--- src/rtl/game_frame_scheduler.sv ---
// game_frame_scheduler
// Runs one game frame per physics tick: doodle update -> collision detect ->
// view scroll -> render. Each phase uses a step/done handshake. The block also
// owns the idle/play/game-over flow and the physics tick divider.
module game_frame_scheduler #(
    parameter int unsigned TICK_DIV = 8,
    parameter int unsigned TIMEOUT  = 64,
    parameter int unsigned FCNT_W   = 16
) (
    input  logic              clk,
    input  logic              reset,
    input  logic              start,
    input  logic              pause,
    input  logic              min_y_crossed,
    input  logic              doodle_done,
    input  logic              collide_done,
    input  logic              view_done,
    input  logic              render_done,
    output logic              doodle_step,
    output logic              collide_step,
    output logic              view_step,
    output logic              render_step,
    output logic [2:0]        phase,
    output logic              game_over,
    output logic [FCNT_W-1:0] frame_cnt,
    output logic [7:0]        overrun_cnt,
    output logic              timeout_err
);

    localparam int unsigned    TCW       = (TICK_DIV > 1) ? $clog2(TICK_DIV) : 1;
    localparam int unsigned    PCW       = $clog2(TIMEOUT);
    localparam logic [TCW-1:0] TICK_LAST = TCW'(TICK_DIV - 1);
    localparam logic [PCW-1:0] PH_LAST   = PCW'(TIMEOUT - 1);

    typedef enum logic [2:0] {
        S_IDLE    = 3'd0,
        S_WAIT    = 3'd1,
        S_DOODLE  = 3'd2,
        S_COLLIDE = 3'd3,
        S_VIEW    = 3'd4,
        S_RENDER  = 3'd5,
        S_OVER    = 3'd6
    } state_e;

    state_e              state_q, state_d;
    logic                start_q;
    logic [TCW-1:0]      tick_cnt_q, tick_cnt_d;
    logic [PCW-1:0]      ph_cnt_q, ph_cnt_d;
    logic                doodle_step_q, doodle_step_d;
    logic                collide_step_q, collide_step_d;
    logic                view_step_q, view_step_d;
    logic                render_step_q, render_step_d;
    logic                game_over_q, game_over_d;
    logic [FCNT_W-1:0]   frame_cnt_q, frame_cnt_d;
    logic [7:0]          overrun_q, overrun_d;
    logic                timeout_q, timeout_d;

    logic                start_rise;
    logic                live_q;
    logic                live_d;
    logic                busy;
    logic                tick;
    logic                phase_done;
    logic                ph_expired;

    assign start_rise = start & ~start_q;
    assign live_q     = (state_q == S_WAIT)    || (state_q == S_DOODLE) ||
                        (state_q == S_COLLIDE) || (state_q == S_VIEW)   ||
                        (state_q == S_RENDER);
    assign busy       = (state_q == S_DOODLE)  || (state_q == S_COLLIDE) ||
                        (state_q == S_VIEW)    || (state_q == S_RENDER);
    assign tick       = (tick_cnt_q == TICK_LAST) & ~pause;
    assign ph_expired = (ph_cnt_q == PH_LAST);

    // Select the done input that belongs to the current phase
    always_comb begin
        phase_done = 1'b0;
        case (state_q)
            S_DOODLE:  phase_done = doodle_done;
            S_COLLIDE: phase_done = collide_done;
            S_VIEW:    phase_done = view_done;
            S_RENDER:  phase_done = render_done;
            default:   phase_done = 1'b0;
        endcase
    end

    // Next-state and next-value logic for the game flow and frame sequencing
    always_comb begin
        state_d     = state_q;
        game_over_d = game_over_q;
        frame_cnt_d = frame_cnt_q;
        overrun_d   = overrun_q;
        timeout_d   = timeout_q;

        case (state_q)
            S_IDLE, S_OVER: begin
                if (start_rise) begin
                    state_d     = S_WAIT;
                    frame_cnt_d = '0;
                    overrun_d   = '0;
                    game_over_d = 1'b0;
                    timeout_d   = 1'b0;
                end
            end
            S_WAIT: begin
                if (tick) begin
                    state_d = S_DOODLE;
                end
            end
            S_DOODLE: begin
                if (doodle_done) begin
                    state_d = S_COLLIDE;
                end
            end
            S_COLLIDE: begin
                if (collide_done) begin
                    state_d = S_VIEW;
                end
            end
            S_VIEW: begin
                if (view_done) begin
                    state_d     = S_RENDER;
                    game_over_d = min_y_crossed;
                end
            end
            S_RENDER: begin
                if (render_done) begin
                    frame_cnt_d = frame_cnt_q + FCNT_W'(1);
                    state_d     = game_over_q ? S_OVER : S_WAIT;
                end
            end
            default: begin
                state_d = S_IDLE;
            end
        endcase

        // A phase that never reports done aborts the game; done wins a tie
        if (busy && !phase_done && ph_expired) begin
            state_d     = S_OVER;
            timeout_d   = 1'b1;
            game_over_d = 1'b1;
        end

        // Ticks arriving while a frame is still in flight are dropped and counted
        if (busy && tick && (overrun_q != 8'hFF)) begin
            overrun_d = overrun_q + 8'd1;
        end
    end

    assign live_d = (state_d == S_WAIT)    || (state_d == S_DOODLE) ||
                    (state_d == S_COLLIDE) || (state_d == S_VIEW)   ||
                    (state_d == S_RENDER);

    // Tick divider runs only during play and freezes while paused
    always_comb begin
        tick_cnt_d = tick_cnt_q;
        if (!live_q || !live_d) begin
            tick_cnt_d = '0;
        end else if (!pause) begin
            tick_cnt_d = (tick_cnt_q == TICK_LAST) ? '0 : tick_cnt_q + TCW'(1);
        end
    end

    // Per-phase watchdog restarts on every phase entry
    always_comb begin
        ph_cnt_d = '0;
        if (busy && (state_d == state_q)) begin
            ph_cnt_d = ph_cnt_q + PCW'(1);
        end
    end

    // Step pulses mark the first cycle of each phase
    always_comb begin
        doodle_step_d  = (state_d == S_DOODLE)  && (state_q != S_DOODLE);
        collide_step_d = (state_d == S_COLLIDE) && (state_q != S_COLLIDE);
        view_step_d    = (state_d == S_VIEW)    && (state_q != S_VIEW);
        render_step_d  = (state_d == S_RENDER)  && (state_q != S_RENDER);
    end

    // State and datapath registers with synchronous reset
    always_ff @(posedge clk) begin
        if (reset) begin
            state_q        <= S_IDLE;
            start_q        <= 1'b0;
            tick_cnt_q     <= '0;
            ph_cnt_q       <= '0;
            doodle_step_q  <= 1'b0;
            collide_step_q <= 1'b0;
            view_step_q    <= 1'b0;
            render_step_q  <= 1'b0;
            game_over_q    <= 1'b0;
            frame_cnt_q    <= '0;
            overrun_q      <= '0;
            timeout_q      <= 1'b0;
        end else begin
            state_q        <= state_d;
            start_q        <= start;
            tick_cnt_q     <= tick_cnt_d;
            ph_cnt_q       <= ph_cnt_d;
            doodle_step_q  <= doodle_step_d;
            collide_step_q <= collide_step_d;
            view_step_q    <= view_step_d;
            render_step_q  <= render_step_d;
            game_over_q    <= game_over_d;
            frame_cnt_q    <= frame_cnt_d;
            overrun_q      <= overrun_d;
            timeout_q      <= timeout_d;
        end
    end

    assign phase        = state_q;
    assign doodle_step  = doodle_step_q;
    assign collide_step = collide_step_q;
    assign view_step    = view_step_q;
    assign render_step  = render_step_q;
    assign game_over    = game_over_q;
    assign frame_cnt    = frame_cnt_q;
    assign overrun_cnt  = overrun_q;
    assign timeout_err  = timeout_q;

endmodule
--- config.mk ---
export PLATFORM = sky130hd
export DESIGN_NAME = game_frame_scheduler
export DESIGN_NICKNAME = d
export VERILOG_FILES = /design/src/rtl/game_frame_scheduler.sv
export SDC_FILE = /design/constraint.sdc
export NUM_CORES = 1
export LEC_CHECK = 0
export CAP_MARGIN = 30
export CORE_UTILIZATION = 23
export CTS_CLUSTER_SIZE = 20
export DETAILED_ROUTE_END_ITERATION = 10
export PLACE_DENSITY = 0.43
export SLEW_MARGIN = 0
export SYNTH_ARGS = -nofsm -noshare
export SYNTH_HDL_FRONTEND = slang
export SYNTH_SLANG_ARGS = --single-unit
--- constraint.sdc ---
create_clock -name clk -period 4.2 [get_ports clk]
set_input_delay 1.05 -clock clk [delete_from_list [all_inputs] [get_ports clk]]
set_output_delay 1.05 -clock clk [all_outputs]
set_load 0.02 [all_outputs]
==> results of run 1 <==
layout make-up:
| type | instances | area (um2) | share of cell area |
|---|---|---|---|
| multi-input combinational | 199 | 1250 | 0.446 |
| sequential | 43 | 861 | 0.306 |
| timing repair buffer | 43 | 425 | 0.151 |
| tap | 129 | 161 | 0.0575 |
| clock buffer | 7 | 76.3 | 0.0272 |
| inverter | 7 | 26.3 | 0.00935 |
| clock inverter | 1 | 5.00 | 0.00178 |
power by group through the flow:
stage                     clock (W)  sequential [W]  combinational (W)
final                      0.000258        0.000413          0.0000421
after global routing       0.000285        0.000414          0.0000469
after detailed placement          0        0.000423          0.0000432
after CTS                  0.000273        0.000413          0.0000431
after global placement            0        0.000423          0.0000432
after floorplan                   0        0.000420          0.0000301
layout by cell type, fill, tap and decap left out, drive strengths merged, types with 2 or more instances in the layout:
| cell type | instances |
|---|---|
| a211oi | 8 |
| a21boi | 2 |
| a21oi | 16 |
| a22oi | 2 |
| a31oi | 3 |
| and2 | 3 |
| and3 | 3 |
| and4 | 4 |
| buf | 2 |
| clkbuf | 7 |
| clkdlybuf4s50 | 41 |
| dfxtp | 43 |
| ha | 5 |
| inv | 7 |
| mux2i | 2 |
| nand2 | 22 |
| nand2b | 7 |
| nand3 | 15 |
| nand4 | 2 |
| nor2 | 38 |
| nor2b | 4 |
| nor3 | 6 |
| nor3b | 3 |
| nor4b | 2 |
| o21a | 2 |
| o21ai | 10 |
| o311ai | 2 |
| or2 | 2 |
| or3 | 2 |
| xnor2 | 17 |
| xor2 | 4 |
registers in the layout (all words and copies together) (netlist names):
| register | count |
|---|---|
| collide_step | 1 |
| doodle_step | 1 |
| frame_cnt | 16 |
| game_over | 1 |
| overrun_cnt | 8 |
| ph_cnt_q | 6 |
| phase | 3 |
| render_step | 1 |
| start_q | 1 |
| tick_cnt_q | 3 |
| timeout_err | 1 |
| view_step | 1 |
worst paths after layout:
kind                       end  slack (ns)
setup reg to reg  frame_cnt[6]        1.95
setup / recovery      phase[1]        1.44
hold / removal     ph_cnt_q[0]        0.45
hold reg to reg    ph_cnt_q[0]        0.45
routing by layer:
metal	GRT usage	part of all wire	vias to the layer above
li1	-	-	987
met5	0	0	-
met4	0.0441	0.016	0
met1	0.138	0.48	894
met3	0.0265	0.029	6
met2	0.186	0.48	31
cells by family after synthesis:
kind of cell | synth area share
xor gates and xnor gates | 0.0834
and+or+nand+nor | 0.282
DFF | 0.390
muxes | 0.0142
buffers and inverters | 0.0414
adders and majority gates | 0.0284
AOI/OAI and AO/OA | 0.160
through the flow:
stage           util  instance area (um2)  instances
6_report       0.303                 2810        429
5_1_grt        0.303                 2810        429
4_1_cts        0.303                 2810        429
3_5_place_dp   0.294                 2730        421
3_3_place_gp   0.294                 2730        421
2_1_floorplan      -                 2210        259
==> out/qor.yml, run 1 <==
drt_iter0_drc: 81
num-nets-final: 313
path_delay_family: "buffers and inverters"
grt_pass1_vias: 1799
finalSetupViolCount: 0
rsz0062_at_grt: "false"
power_w: 0.000713
period_share: 0.656
post-dp-hpwl_um: 3860
grt_max_degree: 20
drive_above_1_share: 0.0733
ys_seq_area_frac: 0.390
setup_tns_ns: 0
ys.flop_type: "dfxtp_1"
slowest_delay_ns: 0.72
io_pins: 42
drc: 0
critPathArrivalTime_ns: 1.71
p_sw_frac: 0.236
timing.rr.start: "phase[0]"
grt-ovfl-total: 0
fmax_mhz: 363
slew_violations: 0
p_int_w: 0.000544
power_frac_seq: 0.579
ir_drop_uv: 98.3
synthesis.area_um2: 2210
final_hold_viol_count: 0
max_cap_viol_count: 0
slowest_stage: "clkdlybuf4s50_1"
synth_top_cell_by_area: "dfxtp_1"
rows: 35
start_util: 0.238
clkLatencyLatePin_ns: 0.30
min_path_type: "reg -> reg"
worstSetupPathType: "reg -> out"
core_area_um2: 9280
postRouteAntennaNets: 0
min_from: "ph_cnt_q[0]"
gp_congestion: 0.778
numPortBuffers: 41
via_per_inst: 4.47
yosysWarnings: 0
cts_buffer_depth: 2
finClkSkew_ns: 0.00747
die_area_um2: 9990
syn_avg_cell_area_um2: 8.52
place_ws_ns: 1.16
comb_power_share: 0.059
yosysMostFrequentCell: "dfxtp_1"
clkTransAtPathRegs_ns: 0.08
synth-seq-cells: 43
vias: 1918
netlist_instances: 259
fillers: 1020
cp_data_required_time_ns: 3.15
power_density_nw_per_um2: 254
synth_fp_nets: 273
critPathMaxFanout: 17
cts_tree: "yes"
whs_path_depth: 1
ff2ff_path_depth: 5
synth_area_leaders: "dfxtp_1 (39%), xnor2_1 (6.7%), nor2_1 (6.1%)"
async_flop_share: 0
synth_edf_count: 0
grt_pass1_wl_um: 8780
cp-start-kind: "flip-flop"
end_kind: "output port"
worst_pin_slew_ns: 0.828
synth_top_area_share: 0.390
drt_wl_total_um: 5210
p_sw_w: 0.000169
worst-path-buf-inv: 1
period_minus_slack_ns: 2.76
power_frac_clock: 0.361
yosysUniqueCellTypes: 51
status: "completed"
antenna_found_initial: 0
htree_levels: 2
die_h_um: 99.9
grt_usage: 0.111
post_cts_resized: 0
worstSetupStartpoint: "phase[1]"
cts.sinks: 43
first_pass_iters: 4
die_w_um: 99.9
post-cts-setup-buffers: 0
cp.depth: 1
cts_root_buffer: "clkbuf_8"
wire_per_inst_um: 12.2
synth_common_cells: "dfxtp_1 (43), nor2_1 (36), nand2_1 (22), xnor2_1 (17), a21oi_1 (16)"
power.leakage_nw: 0.888
syn2layout_area_growth_pct: 27.3
cts_buffers: 5
fin_hold_ws_ns: 0.452
timing.final.ws_setup_ns: 1.44
cts_hold_buf: 0
timing.slew.headroom: 0.448
n_antenna_cell: 0
critical_path.cell_chain: "clkdlybuf4s50_1"
Power figures use the tool's default switching activity.
==> inputs of run 2 (changes only) <==
--- a/config.mk
+++ b/config.mk
@@ -9,7 +9,7 @@
 export CORE_UTILIZATION = 23
 export CTS_CLUSTER_SIZE = 20
 export DETAILED_ROUTE_END_ITERATION = 10
-export PLACE_DENSITY = 0.43
+export PLACE_DENSITY = 0.44
 export SLEW_MARGIN = 0
 export SYNTH_ARGS = -nofsm -noshare
 export SYNTH_HDL_FRONTEND = slang
==> constraint.sdc (replaced) <==
create_clock -name clk -period 2.3 [get_ports clk]
set_input_delay 0.575 -clock clk [delete_from_list [all_inputs] [get_ports clk]]
set_output_delay 0.575 -clock clk [all_outputs]
set_load 0.02 [all_outputs]
==> out/qor.yml, run 2 (same netlist as run 1, synthesis figures left out) <==
clkTransAtPathRegs_ns: 0.08  # about the same
rsz0062_at_grt: "false"
slowest_delay_ns: 0.67  # -0.05 ns
timing.slew.headroom: 0.676  # +0.228
top_usage_layer: "met2"
cts_buffers: 5  # unchanged
grt_pass1_wl_um: 9070  # +3.2%
path_delay_family: "buffers and inverters"
worst_pin_slew_ns: 0.486  # -0.342 ns
post-cts-setup-buffers: 0  # unchanged
slew_violations: 0  # unchanged
vias: 1978  # +3.1%
cp-start-kind: "flip-flop"
grt_usage: 0.114  # +0.00226
n_antenna_cell: 0  # unchanged
power_frac_clock: 0.369  # +0.008
grt_max_degree: 20  # unchanged
power_w: 0.00134  # +87%
start_util: 0.238  # unchanged
antenna_found_initial: 0  # unchanged
finalSetupViolCount: 0  # unchanged
critical_path.cell_chain: "clkdlybuf4s50_1"
via_per_inst: 4.47  # -0.13%
period_share: 0.898
power_frac_seq: 0.565  # -0.014
die_h_um: 99.9  # unchanged
post-dp-hpwl_um: 3830  # -0.64%
status: "completed"
final_common_cell: "clkdlybuf4s50_1"
num-nets-final: 328  # +4.8%
final_area_um2: 2940  # +4.8%
critPathArrivalTime_ns: 1.49  # -0.22 ns
fmax_mhz: 484
p_sw_frac: 0.232  # -0.00459
cts_root_buffer: "clkbuf_8"
io_pins: 42  # unchanged
finClkSkew_ns: 0.00722  # -0.000251 ns
final_cell_mix: "clkdlybuf4s50_1 (41), dfxtp_1 (40), nor2_1 (36), nand2_1 (22), xnor2_1 (17)"
ir_drop_uv: 218  # +120%
power.leakage_nw: 0.972  # +9.5%
htree_levels: 2  # unchanged
drt_wl_total_um: 5220  # +0.15%
worstSetupPathType: "reg -> out"
grt_use_met1: 0.148  # +0.00940
rows: 35  # unchanged
dpl_cell_area_um2: 2850  # +4.6%
numPortBuffers: 41  # unchanged
drive_above_1_share: 0.131  # +0.0572
worst-path-buf-inv: 1  # unchanged
grt_pass1_vias: 1892  # +5.2%
cts.sinks: 43  # unchanged
gp_congestion: 0.737  # -5.3%
p_sw_w: 0.000310  # +84%
drt_iter0_drc: 58  # -28%
p_int_w: 0.00103  # +89%
syn2layout_area_growth_pct: 33.5
drc: 0  # unchanged
max_cap_viol_count: 0  # unchanged
first_pass_iters: 4  # unchanged
grt-ovfl-total: 0  # unchanged
core_area_um2: 9280  # unchanged
cp_data_required_time_ns: 1.73  # -1.42 ns
comb_power_share: 0.066  # +0.007
postRouteAntennaNets: 0  # unchanged
cts_buffer_depth: 2  # unchanged
largest_reg_flops: 16  # unchanged
critPathMaxFanout: 17  # unchanged
period_minus_slack_ns: 2.07
die_w_um: 99.9  # unchanged
power_density_nw_per_um2: 454  # +79%
min_path_type: "reg -> reg"
end_kind: "output port"
die_area_um2: 9990  # unchanged
use_met2: 0.186  # unchanged
slowest_stage: "clkdlybuf4s50_1"
fillers: 1032  # +1.2%
wire_per_inst_um: 11.8  # -3.0%
clkLatencyLatePin_ns: 0.29  # about the same
final_hold_viol_count: 0  # unchanged
use_met3: 0.0258  # -0.000696
cts_tree: "yes"
[run 2: cell types whose count changed in the layout (fill, tap and decap cells not counted)]
cell      delta
buf_12       +1
buf_4       +14
clkbuf_8     +1
dfxtp_2      +3
dfxtp_1      -3
clkbuf_1     -2
[run 2: power groups by stage]
stage | sequential [W] | clock (W) | combinational, W
global placement | 0.000772 | 0 | 0.0000894
finish | 0.000754 | 0.000493 | 0.0000885
detailed placement | 0.000772 | 0 | 0.0000895
CTS | 0.000754 | 0.000521 | 0.0000898
floorplan | 0.000768 | 0 | 0.0000550
global route | 0.000756 | 0.000549 | 0.0000979
[run 2: path summary, 6_finish.rpt]
path,start,endpoint,slack [ns],cells after the start
max,phase[1],phase[1],0.23,1
min,ph_cnt_q[0],ph_cnt_q[0],0.45,1
max reg2reg,tick_cnt_q[0],doodle_step,0.48,7
min reg2reg,ph_cnt_q[0],ph_cnt_q[0],0.45,1
[run 2: area by class of cell]
cell class              instances  area [um2]  share of cell area
clock buffers                   6        82.6              0.0280
clock inverters                 1        5.00             0.00170
multi-input cells             199        1250               0.426
well taps                     129         161              0.0548
repair buffers                 58         551               0.187
inverters                       7        26.3             0.00892
flip-flops and latches         43         865               0.294
[run 2: repair_timing]
action	4_1_cts	5_1_grt
hold buffers	0	0
endpoints found under the setup margin	1	2
endpoints found under the hold margin	0	0
resized for setup	1	2
gates cloned	0	0
[run 2: per-layer routing]
| metal | wire, um | share of wire |
|---|---|---|
| met1 | 2540 | 0.49 |
| met4 | 79 | 0.015 |
| met5 | 0 | 0 |
| met3 | 190 | 0.036 |
| met2 | 2410 | 0.46 |
[run 2: through the flow]
stage / TNS [ns] / std cells / setup WS [ns] / utilization / hold WS [ns]
global placement: -0.0707 / 436 / -0.0263 / 0.307 / 0.431
CTS: 0 / 443 / 0.00253 / 0.317 / 0.449
detailed placement: -0.217 / 436 / -0.0483 / 0.307 / 0.437
floorplan: 0 / 259 / 0.419 / - / 0.418
finish: 0 / 443 / 0.234 / 0.317 / 0.448
global route: 0 / 443 / 0.117 / 0.317 / 0.507
